--- config.mk ---
export PLATFORM = sky130hd
export DESIGN_NAME = acl_tilt_filter
export DESIGN_NICKNAME = d
export VERILOG_FILES = /design/src/rtl/doodle_pkg.sv /design/src/rtl/acl_cs_sync_edge.sv /design/src/rtl/acl_tilt_filter.sv
export SDC_FILE = /design/constraint.sdc
export NUM_CORES = 1
export LEC_CHECK = 0
export ABC_AREA = 1
export BUFFER_PORTS_ARGS = -buffer_cell sky130_fd_sc_hd__buf_4
export CAP_MARGIN = 15
export CORE_MARGIN = 2
export CORE_UTILIZATION = 31
export CTS_BUF_LIST = sky130_fd_sc_hd__clkbuf_4 sky130_fd_sc_hd__clkbuf_8 sky130_fd_sc_hd__clkbuf_16
export CTS_CLUSTER_DIAMETER = 80
export DETAILED_ROUTE_END_ITERATION = 10
export PLACE_DENSITY_LB_ADDON = 0.08
export SLEW_MARGIN = 20
export SYNTH_ARGS = -nofsm -noshare
export SYNTH_HDL_FRONTEND = slang
export SYNTH_SLANG_ARGS = --single-unit
--- constraint.sdc ---
create_clock -name ClkPort -period 3.2 [get_ports ClkPort]
set_input_delay 0.32 -clock ClkPort [delete_from_list [all_inputs] [get_ports ClkPort]]
set_output_delay 0.32 -clock ClkPort [all_outputs]
set_load 0.02 [all_outputs]
--- src/rtl/doodle_pkg.sv ---
// Shared definitions for the accelerometer tilt path: tilt state codes, X-axis field
// position inside the SPI sample word, and the LED thermometer helper.
package doodle_pkg;

  localparam logic [1:0] TILT_CENTER = 2'd0;
  localparam logic [1:0] TILT_LEFT   = 2'd1;
  localparam logic [1:0] TILT_RIGHT  = 2'd2;

  localparam int unsigned ACL_X_MSB = 9;
  localparam int unsigned ACL_X_LSB = 5;

  // Bar length is the intensity rounded up to quarters of 16 (0..4 lit segments).
  function automatic logic [3:0] therm_bar(input logic [3:0] intensity);
    logic [4:0] t;
    t = {1'b0, intensity} + 5'd3;
    case (t[4:2])
      3'd0:    therm_bar = 4'b0000;
      3'd1:    therm_bar = 4'b0001;
      3'd2:    therm_bar = 4'b0011;
      3'd3:    therm_bar = 4'b0111;
      default: therm_bar = 4'b1111;
    endcase
  endfunction

endpackage

--- src/rtl/acl_cs_sync_edge.sv ---
// Three-flop synchronizer for an asynchronous level with a one-cycle rising-edge pulse.
// Reused for chip select and push-button inputs.
module acl_cs_sync_edge (
  input  logic ClkPort,
  input  logic Reset,
  input  logic i_async,
  output logic o_edge
);

  logic [2:0] r_sync;

  always_ff @(posedge ClkPort or posedge Reset) begin
    if (Reset) begin
      r_sync <= '0;
    end else begin
      r_sync <= {r_sync[1:0], i_async};
    end
  end

  assign o_edge = r_sync[1] & ~r_sync[2];

endmodule

--- src/rtl/acl_tilt_filter.sv ---
// Brings accelerometer X samples into the ClkPort domain, averages them over a sliding
// window and turns the average into hysteretic tilt flags, intensity and LED bars.
module acl_tilt_filter
  import doodle_pkg::*;
#(
  parameter int unsigned AVG_LOG2       = 3,
  parameter int unsigned ENTER_TH       = 4,
  parameter int unsigned EXIT_TH        = 2,
  parameter int unsigned TIMEOUT_CYCLES = 25_000_000
) (
  input  logic        ClkPort,
  input  logic        Reset,
  input  logic        acl_cs,
  input  logic [14:0] acl_data,
  output logic        out_valid,
  output logic        tilt_left,
  output logic        tilt_right,
  output logic [3:0]  tilt_intensity,
  output logic [3:0]  left_leds,
  output logic [3:0]  right_leds,
  output logic        stale
);

  localparam int          DEPTH   = 1 << AVG_LOG2;
  localparam int unsigned SUM_W   = 5 + AVG_LOG2;
  localparam int unsigned CNT_W   = $clog2(TIMEOUT_CYCLES + 1);
  localparam logic [CNT_W-1:0] TO_MAX = CNT_W'(TIMEOUT_CYCLES);
  localparam int          ENTER_I = int'(ENTER_TH);
  localparam int          EXIT_I  = int'(EXIT_TH);

  logic w_edge;
  logic w_acl_unused;

  logic signed [4:0]       r_x;
  logic                    r_x_v;
  logic signed [4:0]       r_buf [DEPTH];
  logic [AVG_LOG2-1:0]     r_wp;
  logic signed [SUM_W-1:0] r_sum;
  logic                    r_sum_v;
  logic [CNT_W-1:0]        r_cnt;
  logic                    w_to_hit;

  logic signed [31:0] w_avg;
  logic signed [31:0] w_abs;
  logic [3:0]         w_int;
  logic [3:0]         w_bar;
  logic [1:0]         w_state_d;

  logic [1:0] r_state;
  logic       r_valid;
  logic       r_left;
  logic       r_right;
  logic [3:0] r_int;
  logic [3:0] r_lleds;
  logic [3:0] r_rleds;
  logic       r_stale;

  acl_cs_sync_edge u_cs_sync (
    .ClkPort (ClkPort),
    .Reset   (Reset),
    .i_async (acl_cs),
    .o_edge  (w_edge)
  );

  assign w_acl_unused = ^{acl_data[14:10], acl_data[4:0]};

  // acl_data is stable while CS is high, so sampling it one cycle after the edge is safe.
  always_ff @(posedge ClkPort or posedge Reset) begin
    if (Reset) begin
      r_x   <= '0;
      r_x_v <= 1'b0;
    end else begin
      r_x_v <= w_edge;
      if (w_edge) begin
        r_x <= $signed(acl_data[ACL_X_MSB:ACL_X_LSB]);
      end
    end
  end

  always_ff @(posedge ClkPort or posedge Reset) begin
    if (Reset) begin
      for (int i = 0; i < DEPTH; i++) begin
        r_buf[i] <= '0;
      end
      r_wp    <= '0;
      r_sum   <= '0;
      r_sum_v <= 1'b0;
    end else begin
      r_sum_v <= r_x_v;
      if (r_x_v) begin
        r_sum      <= r_sum + SUM_W'(r_x) - SUM_W'(r_buf[r_wp]);
        r_buf[r_wp] <= r_x;
        r_wp       <= r_wp + 1'b1;
      end
    end
  end

  always_ff @(posedge ClkPort or posedge Reset) begin
    if (Reset) begin
      r_cnt <= '0;
    end else if (w_edge) begin
      r_cnt <= '0;
    end else if (r_cnt != TO_MAX) begin
      r_cnt <= r_cnt + 1'b1;
    end
  end

  // Fires once, on the cycle the counter saturates.
  assign w_to_hit = !w_edge && (r_cnt == TO_MAX - 1'b1);

  assign w_avg = 32'(r_sum) >>> AVG_LOG2;
  assign w_abs = w_avg[31] ? -w_avg : w_avg;
  assign w_int = (w_abs > 32'sd15) ? 4'd15 : w_abs[3:0];
  assign w_bar = therm_bar(w_int);

  always_comb begin
    w_state_d = r_state;
    case (r_state)
      TILT_CENTER: begin
        if (w_avg >= ENTER_I)       w_state_d = TILT_LEFT;
        else if (w_avg <= -ENTER_I) w_state_d = TILT_RIGHT;
      end
      TILT_LEFT: begin
        if (w_avg <= -ENTER_I)      w_state_d = TILT_RIGHT;
        else if (w_avg < EXIT_I)    w_state_d = TILT_CENTER;
      end
      TILT_RIGHT: begin
        if (w_avg >= ENTER_I)       w_state_d = TILT_LEFT;
        else if (w_avg > -EXIT_I)   w_state_d = TILT_CENTER;
      end
      default: w_state_d = TILT_CENTER;
    endcase
  end

  // A fresh average takes priority over a coincident timeout.
  always_ff @(posedge ClkPort or posedge Reset) begin
    if (Reset) begin
      r_state <= TILT_CENTER;
      r_valid <= 1'b0;
      r_left  <= 1'b0;
      r_right <= 1'b0;
      r_int   <= '0;
      r_lleds <= '0;
      r_rleds <= '0;
      r_stale <= 1'b0;
    end else begin
      r_valid <= 1'b0;
      if (r_sum_v) begin
        r_valid <= 1'b1;
        r_stale <= 1'b0;
        r_state <= w_state_d;
        r_left  <= (w_state_d == TILT_LEFT);
        r_right <= (w_state_d == TILT_RIGHT);
        r_int   <= w_int;
        r_lleds <= (w_state_d == TILT_LEFT)  ? w_bar : 4'b0000;
        r_rleds <= (w_state_d == TILT_RIGHT) ? w_bar : 4'b0000;
      end else if (w_to_hit) begin
        r_stale <= 1'b1;
        r_state <= TILT_CENTER;
        r_left  <= 1'b0;
        r_right <= 1'b0;
        r_int   <= '0;
        r_lleds <= '0;
        r_rleds <= '0;
      end
    end
  end

  assign out_valid      = r_valid;
  assign tilt_left      = r_left;
  assign tilt_right     = r_right;
  assign tilt_intensity = r_int;
  assign left_leds      = r_lleds;
  assign right_leds     = r_rleds;
  assign stale          = r_stale;

endmodule

==> results.txt, run 1 <==
outcome -> finished clean
Initial Utilization -> 31.7%
Critical R2R Capture -> r_sum[7]$_DFFE_PP0P_
Clock Power Share -> 17.2%
WP data required -> 3.45 ns
gpl congestion -> 0.784
# IOs -> 34
Max-Slew Margin vs Limit -> 50.5%
CTS Buffer Depth -> 2
post-route cell area -> 6290 µm²
crit share post-route -> 92.4%
prevailing post-synth register cell -> dfrtp_1
commonest non-fill, non-tap cell in the layout -> nand2_1
MaxCap Viol Count -> 0
dpl ws -> 0.155 ns
Placed Area -> 5990 µm²
Power Total -> 6.31 mW
CTS tree -> done
hpwl dp -> 9750 µm
CP arrival -> 3.21 ns
Sequential Power Share -> 31.3%
final core occ -> 36.3%
Area growth, synth to finish -> 14.3%
DRT Pass-1 Iters -> 6
PnR worst setup slack -> 0.243 ns
first-pass GRT wire length -> 22600 µm
Crit Path Max Fanout -> 5
Area contributors post-synth -> dfrtp_1 (47%), nand2_1 (12%), o21ai_0 (6.5%), inv_1 (6.1%), nand3_1 (4.4%)
R2R Setup Slk -> 0.24 ns
final hold viol count -> 0
kind of end point of the critical path -> flip-flop
root buffer cell -> clkbuf_16
mean post-synth cell area -> 7.99 µm²
pwr dens -> 1000 nW/µm²
Post-synth EDFFs -> 0
total congestion overflow -> 0
total number of vias -> 4526
Least-Margin Pin Slew -> 0.740 ns
Comb power frac -> 51.5%
Syn Std Cell Area -> 5510 µm²
largest area contributor in the netlist -> dfrtp_1
Final min period -> 2.96 ns
Clock Latency Late Sink -> 0.35 ns
unrepaired setup endpoints after global routing -> no
leak pwr -> 3.10 nW
most frequent cells in the layout -> nand2_1 (170), dfrtp_1 (104), inv_1 (89)
filler cell count in the final layout -> 1809
Sw Share -> 43.4%
layout cells sized above 1 -> 10.3%
overall routing resource usage -> 15.6%
Cell Int Power -> 3.57 mW
synth unique cells -> 39
DRT iter0 DRCs -> 294
# port buffers -> 23
Mapped Cells -> 689
Worst Skew -> 0.0127 ns
Reg2Reg Launch Point -> r_wp[2]$_DFFE_PP0P_
antenna viol nets, final -> 0
asr flop ratio synth -> 100%
clock-pin slew on the worst setup and hold paths -> 0.08 ns
hold crit path type -> in2async
f_max -> 338 MHz
sequential share of the synthesized area -> 47.3%
Post-Syn Nets -> 727
Die Area -> 18800 µm²
net switching power -> 2.74 mW
flops & latches, synth -> 104
number of global-route vias before repair -> 4341
CP Launch Type -> flip-flop
# Post-CTS Setup Buffers -> 0
Setup-failing EPs final -> 0
clk sinks -> 104
die width -> 137 µm
vias per cell -> 4.75
Final nets -> 760
DRC errors left -> 0
ANT cells -> 0
Pins Over Slew Limit -> 0
Synth top area share -> 47.3%
largest net degree at the start of global routing -> 48
Setup TNS Final -> 0 ns
total wire length -> 13500 µm
Core ar. -> 17400 µm²
Synth Warn # -> 0
CTS buffer count -> 9
DR WL/cell -> 14.2 µm
r2r worst-path depth -> 13
maximum level of the CTS H-tree -> 3
kind of critical path -> reg2reg
Worst VDD drop -> 511 µV
number of antenna violations at the first check in global routing -> 0
num rows -> 48
Die Height -> 137 µm
## critical path: stages (launching register included)
cell,delay (ns)
dfrtp_1,0.44
nand2_1,0.16
inv_1,0.15
o211ai_1,0.13
nand4_1,0.33
fa_1,0.59
inv_1,0.04
ha_1,0.34
a21oi_1,0.26
nor2_1,0.06
nor2_1,0.13
nand3_1,0.09
nand3_1,0.08
nand2_1,0.04
## metal layers
layer | vias to the layer above | global-route usage (%) | routed length [µm]
met3 | 12 | 3.09 | 590
met5 | - | 0 | 0
met4 | 0 | 4.47 | 180
met2 | 95 | 23.7 | 5900
li1 | 2301 | - | -
met1 | 2118 | 22.5 | 6810
## cells in the mapped netlist (all sizes together), types with 8 or more instances
master and instances:
ha 13, nor2 66, nor3 11, inv 91, dfrtp 104, clkbuf 8, nand4 12, nand2 176
o21a 11, a21oi 19, nand3 49, o21ai 89
## through the flow
stage	std cells	hold slack, ns
3_5_place_dp	936	0.337
6_report	952	0.0470
2_1_floorplan	689	0.331
3_3_place_gp	936	0.334
4_1_cts	952	0.0570
5_1_grt	952	0.0537
## worst max-delay path by stage
| stage | startpoint | endpoint | cells past startpoint |
|---|---|---|---|
| 2_1_floorplan | Reset | left_leds[0]$_DFFE_PP0P_ | 1 |
| 3_3_place_gp | r_wp[1]$_DFFE_PP0P_ | r_sum[6]$_DFFE_PP0P_ | 14 |
| 3_5_place_dp | r_wp[1]$_DFFE_PP0P_ | r_sum[5]$_DFFE_PP0P_ | 14 |
| 4_1_cts | r_wp[1]$_DFFE_PP0P_ | r_sum[5]$_DFFE_PP0P_ | 14 |
| 5_1_grt | r_wp[0]$_DFFE_PP0P_ | r_sum[5]$_DFFE_PP0P_ | 15 |
| 6_report | r_wp[2]$_DFFE_PP0P_ | r_sum[7]$_DFFE_PP0P_ | 13 |
## repair_timing
item                       in CTS  in global routing
hold buffers                    0                  0
gates resized for setup         0                  3
setup endpoints to repair       0                  3
## registers in the layout, summed over array words and instances (netlist names), 2 cells and up
| register | flops |
|---|---|
| r_cnt | 25 |
| u_cs_sync.r_sync | 3 |
| r_state | 2 |
| left_leds | 4 |
| r_x | 5 |
| r_sum | 8 |
| tilt_intensity | 4 |
| r_wp | 3 |
| right_leds | 4 |
| r_buf | 40 |
## power groups by stage
stage	sequential (mW)	combinational, mW	clock (mW)
global route	2.03	3.77	1.18
finish	1.98	3.25	1.08
floorplan	2.01	2.29	0
CTS	1.97	3.27	1.13
global placement	1.99	3.22	0
detailed placement	1.99	3.23	0
## cell families after synthesis
logic type      after synthesis  synth area share, %
compound gates              132                 13.2
simple gates                321                 25.5
buf+inv                     105                 7.41
xor+xnor                      7                 1.11
flops                       104                 47.3
fa+ha+maj                    20                 5.50
## final cells by class
class / count / area [µm²] / share of cell area [%]
clock buffers: 11 / 246 / 3.92
clock inverters: 5 / 40.0 / 0.636
inverters: 92 / 349 / 5.55
multi-input cells: 480 / 2510 / 39.9
flip-flops and latches: 104 / 2600 / 41.4
well taps: 225 / 282 / 4.47
repair buffers: 35 / 263 / 4.18
Power figures use the tool's default switching activity.
==> run 2: changes to the inputs <==
--- a/config.mk
+++ b/config.mk
@@ -8,6 +8,7 @@
 export ABC_AREA = 1
 export BUFFER_PORTS_ARGS = -buffer_cell sky130_fd_sc_hd__buf_4
 export CAP_MARGIN = 15
+export CORE_ASPECT_RATIO = 0.6
 export CORE_MARGIN = 2
 export CORE_UTILIZATION = 31
 export CTS_BUF_LIST = sky130_fd_sc_hd__clkbuf_4 sky130_fd_sc_hd__clkbuf_8 sky130_fd_sc_hd__clkbuf_16
==> results.txt, run 2 (same netlist as run 1, synthesis figures left out) <==
hold crit path type -> in2reg
total congestion overflow -> 0
final core occ -> 37.1%
commonest non-fill, non-tap cell in the layout -> nand2_1
WP data required -> 3.44 ns
PnR worst setup slack -> 0.190 ns
kind of end point of the critical path -> flip-flop
Initial Utilization -> 31.9%
worst hold slack -> 0.0797 ns
clock-pin slew on the worst setup and hold paths -> 0.08 ns
CP max-delay cell -> fa_1
Reg2Reg Launch Point -> r_wp[0]$_DFFE_PP0P_
outcome -> finished clean
# port buffers -> 23
ANT cells -> 0
Final nets -> 762
Area growth, synth to finish -> 16.5%
total number of vias -> 4531
largest registers -> r_buf x40, r_cnt x25, r_sum x8
Max stage delay on crit path -> 0.52 ns
Worst VDD drop -> 440 µV
# IOs -> 34
Setup-failing EPs final -> 0
most frequent cells in the layout -> nand2_1 (169), dfrtp_1 (102), inv_1 (88)
layout cells sized above 1 -> 11.4%
Critical R2R Capture -> r_sum[6]$_DFFE_PP0P_
Core ar. -> 17300 µm²
hpwl dp -> 10600 µm
largest net degree at the start of global routing -> 57
antenna viol nets, final -> 0
Clock Latency Late Sink -> 0.35 ns
Worst Skew -> 0.0131 ns
CP arrival -> 3.25 ns
DRC errors left -> 0
Die Height -> 107 µm
first-pass GRT wire length -> 23800 µm
dpl ws -> 0.165 ns
Least-Margin Pin Slew -> 0.764 ns
worst hold endpoint -> u_cs_sync.r_sync[0]$_DFF_PP0_
CTS tree -> done
DRT iter0 DRCs -> 441
MaxCap Viol Count -> 0
CTS buffer count -> 9
CP Launch Type -> flip-flop
DR WL/cell -> 14.9 µm
worst hold stages -> 1
f_max -> 332 MHz
largest register by flop count -> r_buf
clk sinks -> 104
number of antenna violations at the first check in global routing -> 0
DP Cell Count -> 943
gpl congestion -> 0.783
r2r worst-path depth -> 14
number of global-route vias before repair -> 4280
total wire length -> 14300 µm
hold buffers post-CTS -> 0
overall routing resource usage -> 16.4%
die width -> 176 µm
Worst Path Buf+Inv -> 3
Top Family by Delay on Critical Path -> adder cells
Largest register FFs -> 40
Setup TNS Final -> 0 ns
DRT Pass-1 Iters -> 7
filler cell count in the final layout -> 1819
maximum level of the CTS H-tree -> 3
Die Area -> 18900 µm²
Worst Hold Launch -> acl_cs
kind of critical path -> reg2reg
pwr dens -> 1020 nW/µm²
R2R Setup Slk -> 0.19 ns
final hold viol count -> 0
root buffer cell -> clkbuf_16
Final min period -> 3.01 ns
CTS Buffer Depth -> 2
leak pwr -> 3.12 nW
vias per cell -> 4.71
num rows -> 37
Crit Path Max Fanout -> 10
CP cell instances -> clkinvlp_4, buf_12, o21a_1, o21ai_0, o2111ai_2, fa_1, inv_1, ha_1, a21oi_1, or2_2, nand3_1, nand2_1, nand3_1, nand2_1
Max-Slew Margin vs Limit -> 49.1%
Layout Cells excl Fill -> 963
Pins Over Slew Limit -> 0
crit share post-route -> 94.1%
[run 2: area by class of cell]
class	instances	area, µm²	area share (%)
clock buffer	9	225	3.51
timing repair buffer	37	328	5.11
inverter	92	353	5.50
sequential	104	2610	40.6
tap	234	293	4.56
multi-input combinational	480	2530	39.5
clock inverter	7	76.3	1.19
[run 2: repair_timing]
item                                    4_1_cts  5_1_grt
setup buffers                                 0        4
hold endpoints to repair                      0        0
endpoints found under the setup margin        0        3
resized for setup                             0       10
[run 2: metrics by stage]
stage | instance area [µm²] | power (mW)
after floorplan | 5510 | 4.29
after global placement | 6010 | 5.16
after detailed placement | 6010 | 5.19
after CTS | 6310 | 6.37
after global routing | 6410 | 7.24
final | 6410 | 6.54
[run 2: worst max path at each step]
stage	from	to	slack, ns	cells past startpoint
2_1_floorplan	Reset	left_leds[0]$_DFFE_PP0P_	0.15	1
3_3_place_gp	r_wp[0]$_DFFE_PP0P_	r_sum[7]$_DFFE_PP0P_	0.15	14
3_5_place_dp	r_wp[0]$_DFFE_PP0P_	r_sum[7]$_DFFE_PP0P_	0.16	13
4_1_cts	r_wp[0]$_DFFE_PP0P_	r_sum[7]$_DFFE_PP0P_	0.13	13
5_1_grt	r_wp[0]$_DFFE_PP0P_	r_sum[6]$_DFFE_PP0P_	-0.001	14
6_report	r_wp[0]$_DFFE_PP0P_	r_sum[6]$_DFFE_PP0P_	0.19	14
[run 2: power by group]
part	switching, mW	internal (mW)
clock network	0.519	0.614
registers	0.289	1.72
logic	2.03	1.38
[run 2: layer usage]
| metal | wire [µm] | global-route usage (%) | part of all wire (%) |
|---|---|---|---|
| met1 | 8330 | 27.7 | 58 |
| met2 | 5220 | 20.9 | 36 |
| met3 | 702 | 2.98 | 4.9 |
| met4 | 73 | 2.89 | 0.51 |
| met5 | 0 | 0 | 0 |
